[src/rtl/usb_rx_decoder.sv]
// USB receive front end: classifies DP/DM line states, checks SYNC, NRZI-decodes,
// strips stuffed bits and detects EOP, delivering the packet as a bit vector.
module usb_rx_decoder #(
  parameter int MAX_BITS = 100
) (
  input  logic                clock,
  input  logic                reset_n,
  input  logic                rx_enable,
  input  logic                in_DP,
  input  logic                in_DM,
  output logic [MAX_BITS-1:0] pkt_out,
  output logic [31:0]         pkt_len,
  output logic                pkt_valid,
  output logic                rx_busy,
  output logic                rx_error,
  output logic [1:0]          err_code
);

  typedef enum logic [1:0] {
    SYM_SE0 = 2'd0,
    SYM_K   = 2'd1,
    SYM_J   = 2'd2,
    SYM_SE1 = 2'd3
  } sym_e;

  typedef enum logic [2:0] {
    ST_IDLE = 3'd0,
    ST_SYNC = 3'd1,
    ST_DATA = 3'd2,
    ST_EOP1 = 3'd3,
    ST_EOP2 = 3'd4,
    ST_DONE = 3'd5,
    ST_ERR  = 3'd6,
    ST_WAIT = 3'd7
  } state_e;

  localparam logic [1:0] ERR_SYNC  = 2'd0;
  localparam logic [1:0] ERR_STUFF = 2'd1;
  localparam logic [1:0] ERR_OVF   = 2'd2;
  localparam logic [1:0] ERR_EOP   = 2'd3;

  state_e     state_r;
  sym_e       prev_sym_r;
  logic [2:0] sync_cnt_r;
  logic [2:0] ones_r;
  logic       wait_se0_r;

  sym_e       sym_s;
  sym_e       sync_exp_s;
  logic       bit_s;
  logic       err_hit_s;
  logic [1:0] err_sel_s;

  // Line-state classification; anything not a clean J/K/SE0 (incl. X/Z) is SE1.
  always_comb begin
    sym_s = SYM_SE1;
    case ({in_DP, in_DM})
      2'b10:   sym_s = SYM_J;
      2'b01:   sym_s = SYM_K;
      2'b00:   sym_s = SYM_SE0;
      default: sym_s = SYM_SE1;
    endcase
    bit_s = (sym_s == prev_sym_r);
    // sync_cnt_r holds the number of SYNC symbols already accepted
    sync_exp_s = (sync_cnt_r[0] && (sync_cnt_r != 3'd7)) ? SYM_J : SYM_K;
  end

  // Receive-error detection for the current sample.
  always_comb begin
    err_hit_s = 1'b0;
    err_sel_s = ERR_SYNC;
    case (state_r)
      ST_SYNC: begin
        err_hit_s = (sym_s != sync_exp_s);
        err_sel_s = ERR_SYNC;
      end
      ST_DATA: begin
        if (sym_s == SYM_SE1) begin
          err_hit_s = 1'b1;
          err_sel_s = ERR_OVF;
        end else if (sym_s == SYM_SE0) begin
          err_hit_s = 1'b0;
          err_sel_s = ERR_SYNC;
        end else if (ones_r == 3'd6) begin
          err_hit_s = bit_s;
          err_sel_s = ERR_STUFF;
        end else begin
          err_hit_s = (pkt_len == 32'(MAX_BITS));
          err_sel_s = ERR_OVF;
        end
      end
      ST_EOP1: begin
        err_hit_s = (sym_s != SYM_SE0);
        err_sel_s = ERR_EOP;
      end
      ST_EOP2: begin
        err_hit_s = (sym_s != SYM_J);
        err_sel_s = ERR_EOP;
      end
      default: begin
        err_hit_s = 1'b0;
        err_sel_s = ERR_SYNC;
      end
    endcase
  end

  // Receive FSM with registered strobes and packet buffer.
  always_ff @(posedge clock or negedge reset_n) begin
    if (!reset_n) begin
      state_r    <= ST_IDLE;
      prev_sym_r <= SYM_J;
      sync_cnt_r <= 3'd0;
      ones_r     <= 3'd0;
      wait_se0_r <= 1'b0;
      pkt_out    <= '0;
      pkt_len    <= 32'd0;
      pkt_valid  <= 1'b0;
      rx_busy    <= 1'b0;
      rx_error   <= 1'b0;
      err_code   <= 2'd0;
    end else begin
      pkt_valid <= 1'b0;
      rx_error  <= 1'b0;
      if (!rx_enable) begin
        state_r <= ST_IDLE;
        rx_busy <= 1'b0;
        if (state_r inside {ST_SYNC, ST_DATA, ST_EOP1, ST_EOP2, ST_DONE}) begin
          pkt_out <= '0;
          pkt_len <= 32'd0;
        end
      end else if (err_hit_s) begin
        state_r    <= ST_ERR;
        rx_error   <= 1'b1;
        err_code   <= err_sel_s;
        wait_se0_r <= 1'b0;
        rx_busy    <= 1'b1;
      end else begin
        case (state_r)
          ST_IDLE: begin
            if (sym_s == SYM_K) begin
              state_r    <= ST_SYNC;
              sync_cnt_r <= 3'd1;
              pkt_out    <= '0;
              pkt_len    <= 32'd0;
              rx_busy    <= 1'b1;
            end
          end
          ST_SYNC: begin
            if (sync_cnt_r == 3'd7) begin
              // trailing KK of SYNC is the first '1' seen by the stuffing counter
              state_r    <= ST_DATA;
              prev_sym_r <= SYM_K;
              ones_r     <= 3'd1;
            end else begin
              sync_cnt_r <= sync_cnt_r + 3'd1;
            end
          end
          ST_DATA: begin
            case (sym_s)
              SYM_SE0: state_r <= ST_EOP1;
              SYM_J, SYM_K: begin
                prev_sym_r <= sym_s;
                if (ones_r == 3'd6) begin
                  ones_r <= 3'd0;
                end else begin
                  pkt_out <= {pkt_out[MAX_BITS-2:0], bit_s};
                  pkt_len <= pkt_len + 32'd1;
                  ones_r  <= bit_s ? (ones_r + 3'd1) : 3'd0;
                end
              end
              default: state_r <= state_r;
            endcase
          end
          ST_EOP1: state_r <= ST_EOP2;
          ST_EOP2: begin
            state_r   <= ST_DONE;
            pkt_valid <= 1'b1;
          end
          ST_DONE: begin
            state_r <= ST_IDLE;
            rx_busy <= 1'b0;
          end
          ST_ERR: state_r <= ST_WAIT;
          ST_WAIT: begin
            wait_se0_r <= (sym_s == SYM_SE0);
            if ((sym_s == SYM_J) && wait_se0_r) begin
              state_r <= ST_IDLE;
              rx_busy <= 1'b0;
            end
          end
          default: begin
            state_r <= ST_IDLE;
            rx_busy <= 1'b0;
          end
        endcase
      end
    end
  end

endmodule
[config.mk]
export PLATFORM = sky130hd
export DESIGN_NAME = usb_rx_decoder
export DESIGN_NICKNAME = d
export VERILOG_FILES = /design/src/rtl/usb_rx_decoder.sv
export SDC_FILE = /design/constraint.sdc
export NUM_CORES = 1
export LEC_CHECK = 0
export ABC_AREA = 1
export BUFFER_PORTS_ARGS = -buffer_cell sky130_fd_sc_hd__buf_2
export CORE_AREA = 3 3 121 123
export DETAILED_ROUTE_END_ITERATION = 10
export DIE_AREA = 0 0 124 126
export HOLD_SLACK_MARGIN = 0.15
export PLACE_DENSITY = 0.91
export SLEW_MARGIN = 20
export SYNTH_ARGS = -nofsm -noshare
export SYNTH_HDL_FRONTEND = slang
export SYNTH_SLANG_ARGS = --single-unit
[constraint.sdc]
create_clock -name clock -period 3.26 [get_ports clock]
set_clock_uncertainty 0.05 [all_clocks]
set_input_delay 0.163 -clock clock [delete_from_list [all_inputs] [get_ports clock]]
set_output_delay 0.163 -clock clock [all_outputs]
set_load 0.02 [all_outputs]
==> impl_metrics.yaml <==
synthesis:
  yosys_warnings: 0
  synth_cell_type_count: 29
  ys.flop_type: "dfrtp_1"
  seq_area_frac_synth: 0.4481
  avgSynthCellArea_sq_um: 6.873
  synth_area_sq_um: 8323
  synth_edf_count: 0
  synthArstFlopShare: 1.000
  syn-num-nets: 1227
  ys_ff_latch: 149
  synth_cells: 1211
critical_path:
  start_kind: "register"
  r2r-start: "ones_r[0]"
  crit_path_max_fanout: 41
  critPathRequiredTime_ns: 3.57
  crit_type: "register to register"
  crit_start: "ones_r[0]"
  crit_path_end_kind: "register"
  critPathArrivalTime_ns: 2.95
run:
  cap_violations: 0
timing:
  period_needed_ns: 2.645
  worst_pin_slew_ns: 1.128
  setup_viol: 0
  slew-limit-headroom: 0.2481
  fmax_mhz: 378.1
  rsz0062_at_grt: "false"
  whs_ns: 0.2914
  setup-tns-final_ns: 0
  period_share: 0.8114
  maxSlewViolCount: 0
  hold_viol: 0
clock_tree:
  ctsHoldBuffers: 2
  path_clk_slew_ns: 0.07
  post-cts-setup-buffer-count: 0
  cts_buffers: 17
  cts_tree: "done"
  cts_sinks: 149
  insertion_delay_ns: 0.43
  ctsRootBufferMaster: "clkbuf_16"
  post_cts_resized: 0
  clk_path_buf_depth: 2
  h-tree-depth: 4
grt:
  grt-ovfl-total: 0
  grt_max_degree: 133
  grt_first_pass_wirelength_mm: 38.21
  antenna_found_initial: 0
  first_global_vias: 7590
  gr-usage-all-layers: 0.3017
die:
  core_region_area_sq_um: 13770
  die_h_um: 126
  io_pins: 142
  dieArea_sq_um: 15620
  rows: 43
  initial_core_util: 0.6043
  die_w_um: 124
hold_path:
  hp-class: "input port to asynchronous set/reset pin"
status:
  outcome: "finished, final reports clean"
cells_and_area:
  drive_gt1_frac: 0.1483
  synthToLayoutAreaGrowth_pct: 17.33
  design_area_sq_um: 9766
  nets: 1331
  fill_cells: 1140
  n_antenna_cell: 0
  multi_input_area_sq_um: 4058
  fin_util: 0.7090
  regArea_sq_um: 3730
place:
  placed_area_sq_um: 9096
  routabilityCongestion: 0.9089
  post-dp-hpwl_mm: 13.96
  port-buffer-count: 141
route:
  drc: 0
  num_vias: 8193
  wl_mm: 22.61
  final_antenna_net_count: 0
  drt_iter0_markers: 906
  first_pass_iters: 6
  via_per_inst: 5.433
  wire_per_inst_um: 14.99
power:
  vdd_drop_max_mv: 0.6183
  power_leakage_nw: 5.387
  power_mw: 5.993
  pwr_density_cell_nw_per_um2: 613.6
sequential cells by signal, summed over array words and instances, names as in the netlist, 2 cells and up:
signal / flops
pkt_len: 32
sync_cnt_r: 3
prev_sym_r: 2
err_code: 2
pkt_out: 100
ones_r: 3
state_r: 3
area by class of cell:
| cell class | instances | area share |
|---|---|---|
| inverter | 61 | 0.02370 |
| clock buffer | 19 | 0.04638 |
| tap | 180 | 0.02306 |
| multi-input combinational | 931 | 0.4155 |
| clock inverter | 13 | 0.02012 |
| timing repair buffer | 155 | 0.08930 |
| sequential | 149 | 0.3819 |
layer usage:
| metal | global-route usage | part of all wire |
|---|---|---|
| met1 | 0.4351 | 0.43 |
| met2 | 0.4594 | 0.47 |
| met3 | 0.06152 | 0.069 |
| met4 | 0.09601 | 0.025 |
| met5 | 0 | 0 |
worst paths after layout:
check	slack, ns	end	cells after the start
setup / recovery	0.61	pkt_out[8]	15
hold / removal	0.29	pkt_len[19]	2
min in group clock	0.36	state_r[2]	5
hold reg to reg	0.43	prev_sym_r[1]	2
setup reg to reg	0.61	pkt_out[8]	15
max in group asynchronous	1.90	pkt_out[32]	4
synth_stat cells (8+ instances only):
cell type / n / share of area
nand2_1: 483 / 0.22
nor2_1: 178 / 0.080
nand3_1: 175 / 0.11
dfrtp_1: 148 / 0.44
inv_1: 54 / 0.024
clkbuf_1: 34 / 0.015
nor3_1: 24 / 0.014
buf_2: 23 / 0.014
xor2_1: 18 / 0.019
o21ai_0: 14 / 0.0084
ha_1: 11 / 0.017
nand4_1: 10 / 0.0075
buf_4: 8 / 0.0072
power breakdown:
part	switching, mW	internal [mW]
Sequential	0.0745	1.94
Clock	0.814	1.34
Combinational	1.45	0.381
Total	2.34	3.65
critical path, stage by stage, from the launching register on:
cell     delay (ns)
dfrtp_1        0.40
inv_1          0.09
ha_1           0.17
nand2_1        0.10
inv_1          0.13
nor2_1         0.06
nand2_1        0.07
nor2_1         0.04
nand3_1        0.08
nand2_1        0.08
nand2_1        0.14
nand4_4        0.14
nand2_4        0.34
buf_4          0.45
nand2_1        0.14
nand2_1        0.08
cells in the final DEF (no fill, tap or decap), drive strengths merged, types with 2 or more instances in the layout:
master and n:
xor2 18, o21ai 14, ha 11, a31oi 2, dlygate4sd3 2, nor2 178
clkinv 8, a21oi 4, o211ai 3, nand4 11, bufinv 4, clkbuf 19
dfrtp 148, inv 61, nand3 175, buf 153, nand3b 2, nand2 485
nor3 24
metrics by stage:
step | cells | setup slack [ns]
6_report | 1508 | 0.6150
5_1_grt | 1508 | 0.3701
3_3_place_gp | 1474 | 0.7600
2_1_floorplan | 1211 | 1.265
4_1_cts | 1508 | 0.6651
3_5_place_dp | 1474 | 0.6902
cells by family after synthesis:
logic type,after synthesis,share of synthesized area
DFF,149,0.4481
adders and majority gates,11,0.01654
xor gates and xnor gates,19,0.01999
AOI/OAI and AO/OA,24,0.01654
buffers and inverters,131,0.06705
and+or+nand+nor,877,0.4318
Power figures use the tool's default switching activity.
